File: src/rtl/id_hazard_forward_unit_pkg.sv
// Shared types and encodings for the ID-stage hazard detection / forwarding unit.
package id_hazard_forward_unit_pkg;

    localparam int unsigned REG_ADDR_W = 5;
    localparam int unsigned FWD_SEL_W  = 2;

    typedef logic [REG_ADDR_W-1:0] reg_addr_t;
    typedef logic [FWD_SEL_W-1:0]  fwd_sel_t;

    localparam fwd_sel_t FWD_REG      = 2'd0;
    localparam fwd_sel_t FWD_EXE_ALU  = 2'd1;
    localparam fwd_sel_t FWD_MEM_ALU  = 2'd2;
    localparam fwd_sel_t FWD_MEM_LOAD = 2'd3;

    typedef enum logic {
        ST_RUN      = 1'b0,
        ST_LU_STALL = 1'b1
    } hz_state_e;

    // Destination/control view of one downstream pipeline stage.
    typedef struct packed {
        logic      wreg;
        logic      m2reg;
        reg_addr_t dest;
    } stage_ctl_t;

    // A stage supplies a source operand only if it writes a non-zero register matching it.
    function automatic logic dest_hit(input stage_ctl_t ctl, input reg_addr_t src, input logic uses);
        return uses & ctl.wreg & (ctl.dest != '0) & (ctl.dest == src);
    endfunction

endpackage

File: src/rtl/id_hazard_forward_unit_fwd_select.sv
// Per-operand forward select and load-use detection; purely combinational.
module id_hazard_forward_unit_fwd_select
    import id_hazard_forward_unit_pkg::*;
(
    input  reg_addr_t  i_src,
    input  logic       i_uses,
    input  stage_ctl_t i_exe,
    input  stage_ctl_t i_mem,
    output fwd_sel_t   o_sel_c,
    output logic       o_load_use_c
);

    logic w_exe_hit;
    logic w_mem_hit;

    assign w_exe_hit = dest_hit(i_exe, i_src, i_uses);
    assign w_mem_hit = dest_hit(i_mem, i_src, i_uses);

    // A load still in EXE has no data yet: select the regfile and let the stall cover it.
    assign o_load_use_c = w_exe_hit & i_exe.m2reg;

    always_comb begin
        o_sel_c = FWD_REG;
        if (w_exe_hit) begin
            o_sel_c = i_exe.m2reg ? FWD_REG : FWD_EXE_ALU;
        end else if (w_mem_hit) begin
            o_sel_c = i_mem.m2reg ? FWD_MEM_LOAD : FWD_MEM_ALU;
        end
    end

endmodule

File: src/rtl/id_hazard_forward_unit.sv
// ID-stage hazard unit: shadows EXE->MEM control, selects operand forwarding
// and inserts a single bubble on each load-use dependency.
module id_hazard_forward_unit
    import id_hazard_forward_unit_pkg::*;
#(
    parameter int unsigned STALL_CNT_W = 16
) (
    input  logic                   clock,
    input  logic                   resetn,
    input  logic [REG_ADDR_W-1:0]  rs,
    input  logic [REG_ADDR_W-1:0]  rt,
    input  logic                   usesRs,
    input  logic                   usesRt,
    input  logic                   ewreg,
    input  logic                   em2reg,
    input  logic [REG_ADDR_W-1:0]  edestReg,
    output logic [FWD_SEL_W-1:0]   fwda,
    output logic [FWD_SEL_W-1:0]   fwdb,
    output logic                   wpcir,
    output logic                   bubble,
    output logic                   mwreg,
    output logic                   mm2reg,
    output logic [REG_ADDR_W-1:0]  mdestReg,
    output logic [STALL_CNT_W-1:0] stallCount
);

    stage_ctl_t            w_exe;
    stage_ctl_t            r_mem;
    hz_state_e             r_state;
    hz_state_e             w_next_state;
    logic [STALL_CNT_W-1:0] r_stall_cnt;
    fwd_sel_t              w_sel_a;
    fwd_sel_t              w_sel_b;
    logic                  w_lu_a;
    logic                  w_lu_b;
    logic                  w_load_use;
    logic                  w_wpcir;
    logic                  w_bubble;

    assign w_exe = '{wreg: ewreg, m2reg: em2reg, dest: edestReg};

    id_hazard_forward_unit_fwd_select u_fwd_a (
        .i_src        (rs),
        .i_uses       (usesRs),
        .i_exe        (w_exe),
        .i_mem        (r_mem),
        .o_sel_c      (w_sel_a),
        .o_load_use_c (w_lu_a)
    );

    id_hazard_forward_unit_fwd_select u_fwd_b (
        .i_src        (rt),
        .i_uses       (usesRt),
        .i_exe        (w_exe),
        .i_mem        (r_mem),
        .o_sel_c      (w_sel_b),
        .o_load_use_c (w_lu_b)
    );

    assign w_load_use = w_lu_a | w_lu_b;

    // EXE control becomes the MEM shadow one cycle later.
    always_ff @(posedge clock) begin
        if (!resetn) begin
            r_mem <= '0;
        end else begin
            r_mem <= w_exe;
        end
    end

    always_ff @(posedge clock) begin
        if (!resetn) begin
            r_state <= ST_RUN;
        end else begin
            r_state <= w_next_state;
        end
    end

    always_comb begin
        w_next_state = r_state;
        case (r_state)
            ST_RUN:      if (w_load_use) w_next_state = ST_LU_STALL;
            ST_LU_STALL: w_next_state = ST_RUN;
            default:     w_next_state = ST_RUN;
        endcase
    end

    // In LU_STALL the bubble already sits in EXE, so the pipeline is always released.
    always_comb begin
        w_wpcir  = 1'b1;
        w_bubble = 1'b0;
        if (resetn && (r_state == ST_RUN) && w_load_use) begin
            w_wpcir  = 1'b0;
            w_bubble = 1'b1;
        end
    end

    always_ff @(posedge clock) begin
        if (!resetn) begin
            r_stall_cnt <= '0;
        end else if (w_bubble && (r_stall_cnt != '1)) begin
            r_stall_cnt <= r_stall_cnt + STALL_CNT_W'(1);
        end
    end

    assign fwda       = resetn ? w_sel_a : FWD_REG;
    assign fwdb       = resetn ? w_sel_b : FWD_REG;
    assign wpcir      = w_wpcir;
    assign bubble     = w_bubble;
    assign mwreg      = r_mem.wreg;
    assign mm2reg     = r_mem.m2reg;
    assign mdestReg   = r_mem.dest;
    assign stallCount = r_stall_cnt;

endmodule

File: config.mk
export PLATFORM = sky130hd
export DESIGN_NAME = id_hazard_forward_unit
export DESIGN_NICKNAME = d
export VERILOG_FILES = /design/src/rtl/id_hazard_forward_unit_pkg.sv /design/src/rtl/id_hazard_forward_unit_fwd_select.sv /design/src/rtl/id_hazard_forward_unit.sv
export SDC_FILE = /design/constraint.sdc
export NUM_CORES = 1
export LEC_CHECK = 0
export CORE_AREA = 2 2 65 67
export DETAILED_ROUTE_END_ITERATION = 16
export DIE_AREA = 0 0 67 69
export MAX_ROUTING_LAYER = met4
export PLACE_DENSITY = 0.71
export SKIP_LAST_GASP = 1
export SYNTH_ARGS = -nofsm -noshare
export SYNTH_HDL_FRONTEND = slang
export SYNTH_HIERARCHICAL = 1
export SYNTH_SLANG_ARGS = --single-unit
export TNS_END_PERCENT = 30
File: constraint.sdc
create_clock -name clock -period 2.95 [get_ports clock]
set_clock_uncertainty 0.15 [all_clocks]
set_input_delay 0.59 -clock clock [delete_from_list [all_inputs] [get_ports clock]]
set_output_delay 0.59 -clock clock [all_outputs]
set_load 0.01 [all_outputs]
==> flow_summary.json <==
{
  "outcome": "complete, no violations",
  "synth-edff-count": 0,
  "fin_setup_tns_ns": 0,
  "peakVddDrop_mv": 0.194,
  "fp.dieW_microns": 67,
  "cp_slowest_cell": "dlygate4sd2_1",
  "yosys-top-cells-area": "dfxtp_1 32%, xor2_1 7.0%, and2_1 5.0%, mux2i_1 4.7%, nor4_2 3.3%",
  "whs_path_depth": 2,
  "worstPathRequired_ns": 2.21,
  "grt_max_degree": 26,
  "ys_types": 44,
  "cts_tree": "done",
  "die_area_sq_um": 4620,
  "worstPathMaxFanout": 3,
  "core_sq_um": 3910,
  "grt_pass1_vias": 1490,
  "synth_fp_nets": 190,
  "maxSlewViolCount": 0,
  "hold_path.class": "flop to flop",
  "critical_path_class": "input pin to output pin",
  "synth_seq_cells": 24,
  "clock_latency_ns": 0.27,
  "finalSetupViolations": 0,
  "whs_endpoint": "stallCount[9]",
  "h-tree-depth": 1,
  "final_util": 0.589,
  "powerDensity_nw_per_um2": 322,
  "synth_area_sq_um": 1500,
  "synth_cells": 168,
  "avgSynthCellArea_sq_um": 8.90,
  "drt-total-wl_microns": 4020,
  "yosysTopAreaCell": "dfxtp_1",
  "mostFrequentLayoutCells": "32 x clkdlybuf4s50_1, 24 x dfxtp_1, 23 x buf_4",
  "hpwl_microns": 2990,
  "hold_buffers": 0,
  "drive_gt1_frac": 0.246,
  "crit_path_start_kind": "input pin",
  "leakage_nw": 0.901,
  "period_share": 0.992,
  "diodes": 0,
  "yosys_warnings": 6,
  "fp.dieH_microns": 69,
  "grt_setup_unrepaired": "true",
  "holdWs_ns": 0.365,
  "areaGrowthSynthToFinish_pct": 54.1,
  "gp_congestion": 0.819,
  "drc": 0,
  "clkSinkCount": 24,
  "worst_slack_ns": 0.0242,
  "pin_count": 50,
  "final_common_cell": "clkdlybuf4s50_1",
  "p_total_mw": 0.742,
  "post_drt_wl_per_cell_microns": 13.9,
  "start_util": 0.382,
  "min_period_ns": 2.93,
  "layout.nets": 263,
  "grt_usage": 0.180,
  "crit_path_cell_trace": "dlygate4sd2_1 > buf_4 > nor4_4 > nor2_1 > o2111ai_2 > buf_4 > mux2i_1 > and2_1 > clkdlybuf4s15_2",
  "antenna_left": 0,
  "antenna_found_initial": 0,
  "grt_overflow": 0,
  "cts_root_buffer": "clkbuf_8",
  "grt_pass1_wl_microns": 6510,
  "synth_top_flop_cell": "dfxtp_1",
  "vias": 1502,
  "r2r_end": "stallCount[7]",
  "rows": 23,
  "dpl_worst_slack_ns": -0.570,
  "io_buffers": 49,
  "drt_first_iter_violations": 42,
  "tightestPinTransition_ns": 0.742,
  "hp-start": "stallCount[9]",
  "via_per_inst": 5.18,
  "timing.rr.start": "stallCount[0]",
  "clkSlewWorstSetupHoldPaths_ns": 0.08,
  "rrSetupSlack_ns": 0.90,
  "synth_top_area_frac": 0.321,
  "numCtsBuffers": 3,
  "critical_path_arrival_ns": 2.19,
  "cp_common_cell": "buf_4",
  "r2r_cells": 5,
  "cp-end-kind": "output pin",
  "async_flop_share": 0,
  "fillers": 364,
  "hold_violations": 0,
  "ys_seq_area_frac": 0.321,
  "cts.path.max_buffers": 2,
  "slew_headroom": 0.502,
  "fmax_mhz": 342,
  "drv_cap": 0,
  "worst_path_largest_cell_delay_ns": 0.28,
  "drt_pass1_iterations": 4
}
==> worst max-delay path by stage <==
stage,from,depth (start not counted),endpoint
3_3_place_gp,edestReg[3],9,fwdb[0]
4_1_cts,rs[0],8,fwda[1]
2_1_floorplan,edestReg[3],8,bubble
5_1_grt,edestReg[3],9,fwdb[0]
3_5_place_dp,edestReg[1],9,bubble
6_report,edestReg[3],9,fwdb[0]
==> synth_stat cells (2+ instances only) <==
cell type / instances
a21oi_1: 7
and2_1: 12
and4_1: 2
buf_4: 2
clkbuf_1: 2
dfxtp_1: 24
inv_1: 9
mux2i_1: 7
nand2_1: 12
nand3_1: 4
nand4_1: 4
nor2_1: 6
nor3_1: 8
nor4_1: 5
nor4_2: 4
o2111a_1: 2
o2111ai_2: 2
o21ai_0: 6
o311ai_0: 4
o41ai_1: 4
or2b_1: 2
or3_1: 4
xnor2_1: 4
xor2_1: 12
==> state kept, by name, indices dropped and copies added, names as in the netlist <==
signal and count:
mdestReg 5, mwreg 1, r_state 1, mm2reg 1, stallCount 16
==> cells by family (layout without fill, tap and decap cells) <==
| logic type | after synthesis | in the layout | share of synthesized area |
|---|---|---|---|
| buf+inv | 14 | 86 | 0.0410 |
| mux | 7 | 7 | 0.0469 |
| compound gates | 29 | 29 | 0.146 |
| xor+xnor | 16 | 16 | 0.0937 |
| simple gates | 77 | 77 | 0.343 |
| flops | 24 | 24 | 0.321 |
| fa+ha+maj | 1 | 1 | 0.00837 |
==> worst max-delay path: cells and delay by family <==
family                 cells  cell delay, ns
and+or+nand+nor            3            0.44
buffers and inverters      4            0.82
muxes                      1            0.15
AOI/OAI and AO/OA          1            0.18
==> through the flow <==
step | std cells | cell area [sq um]
after floorplan | 168 | 1500
after detailed placement | 286 | 2200
after global routing | 290 | 2300
after global placement | 286 | 2200
after CTS | 290 | 2280
final | 290 | 2300
==> repair_timing <==
item                                    in CTS  in global routing
endpoints found under the setup margin      14                 12
resized for setup                           29                 19
buffers inserted                             0                  0
pin swaps                                    4                  5
==> cell type report <==
cell class	count	area, sq um	share of cell area
multi-input cells	130	1010	0.440
inverters	9	33.8	0.0147
well taps	50	62.6	0.0271
clock buffers	3	41.3	0.0179
repair buffers	73	643	0.279
clock inverters	1	30.0	0.0130
flip-flops and latches	24	480	0.208
==> routing by layer <==
metal	vias up	share of wire	track usage
met2	51	0.46	0.286
met4	0	0.019	0.0680
met1	678	0.46	0.223
li1	766	-	-
met3	7	0.067	0.0343
met5	-	0	-
==> power by group <==
part           switching, mW  internal (mW)
Clock                  0.106          0.181
Combinational         0.0559         0.0642
Sequential           0.00556          0.329
Total                  0.167          0.575
Power figures use the tool's default switching activity.
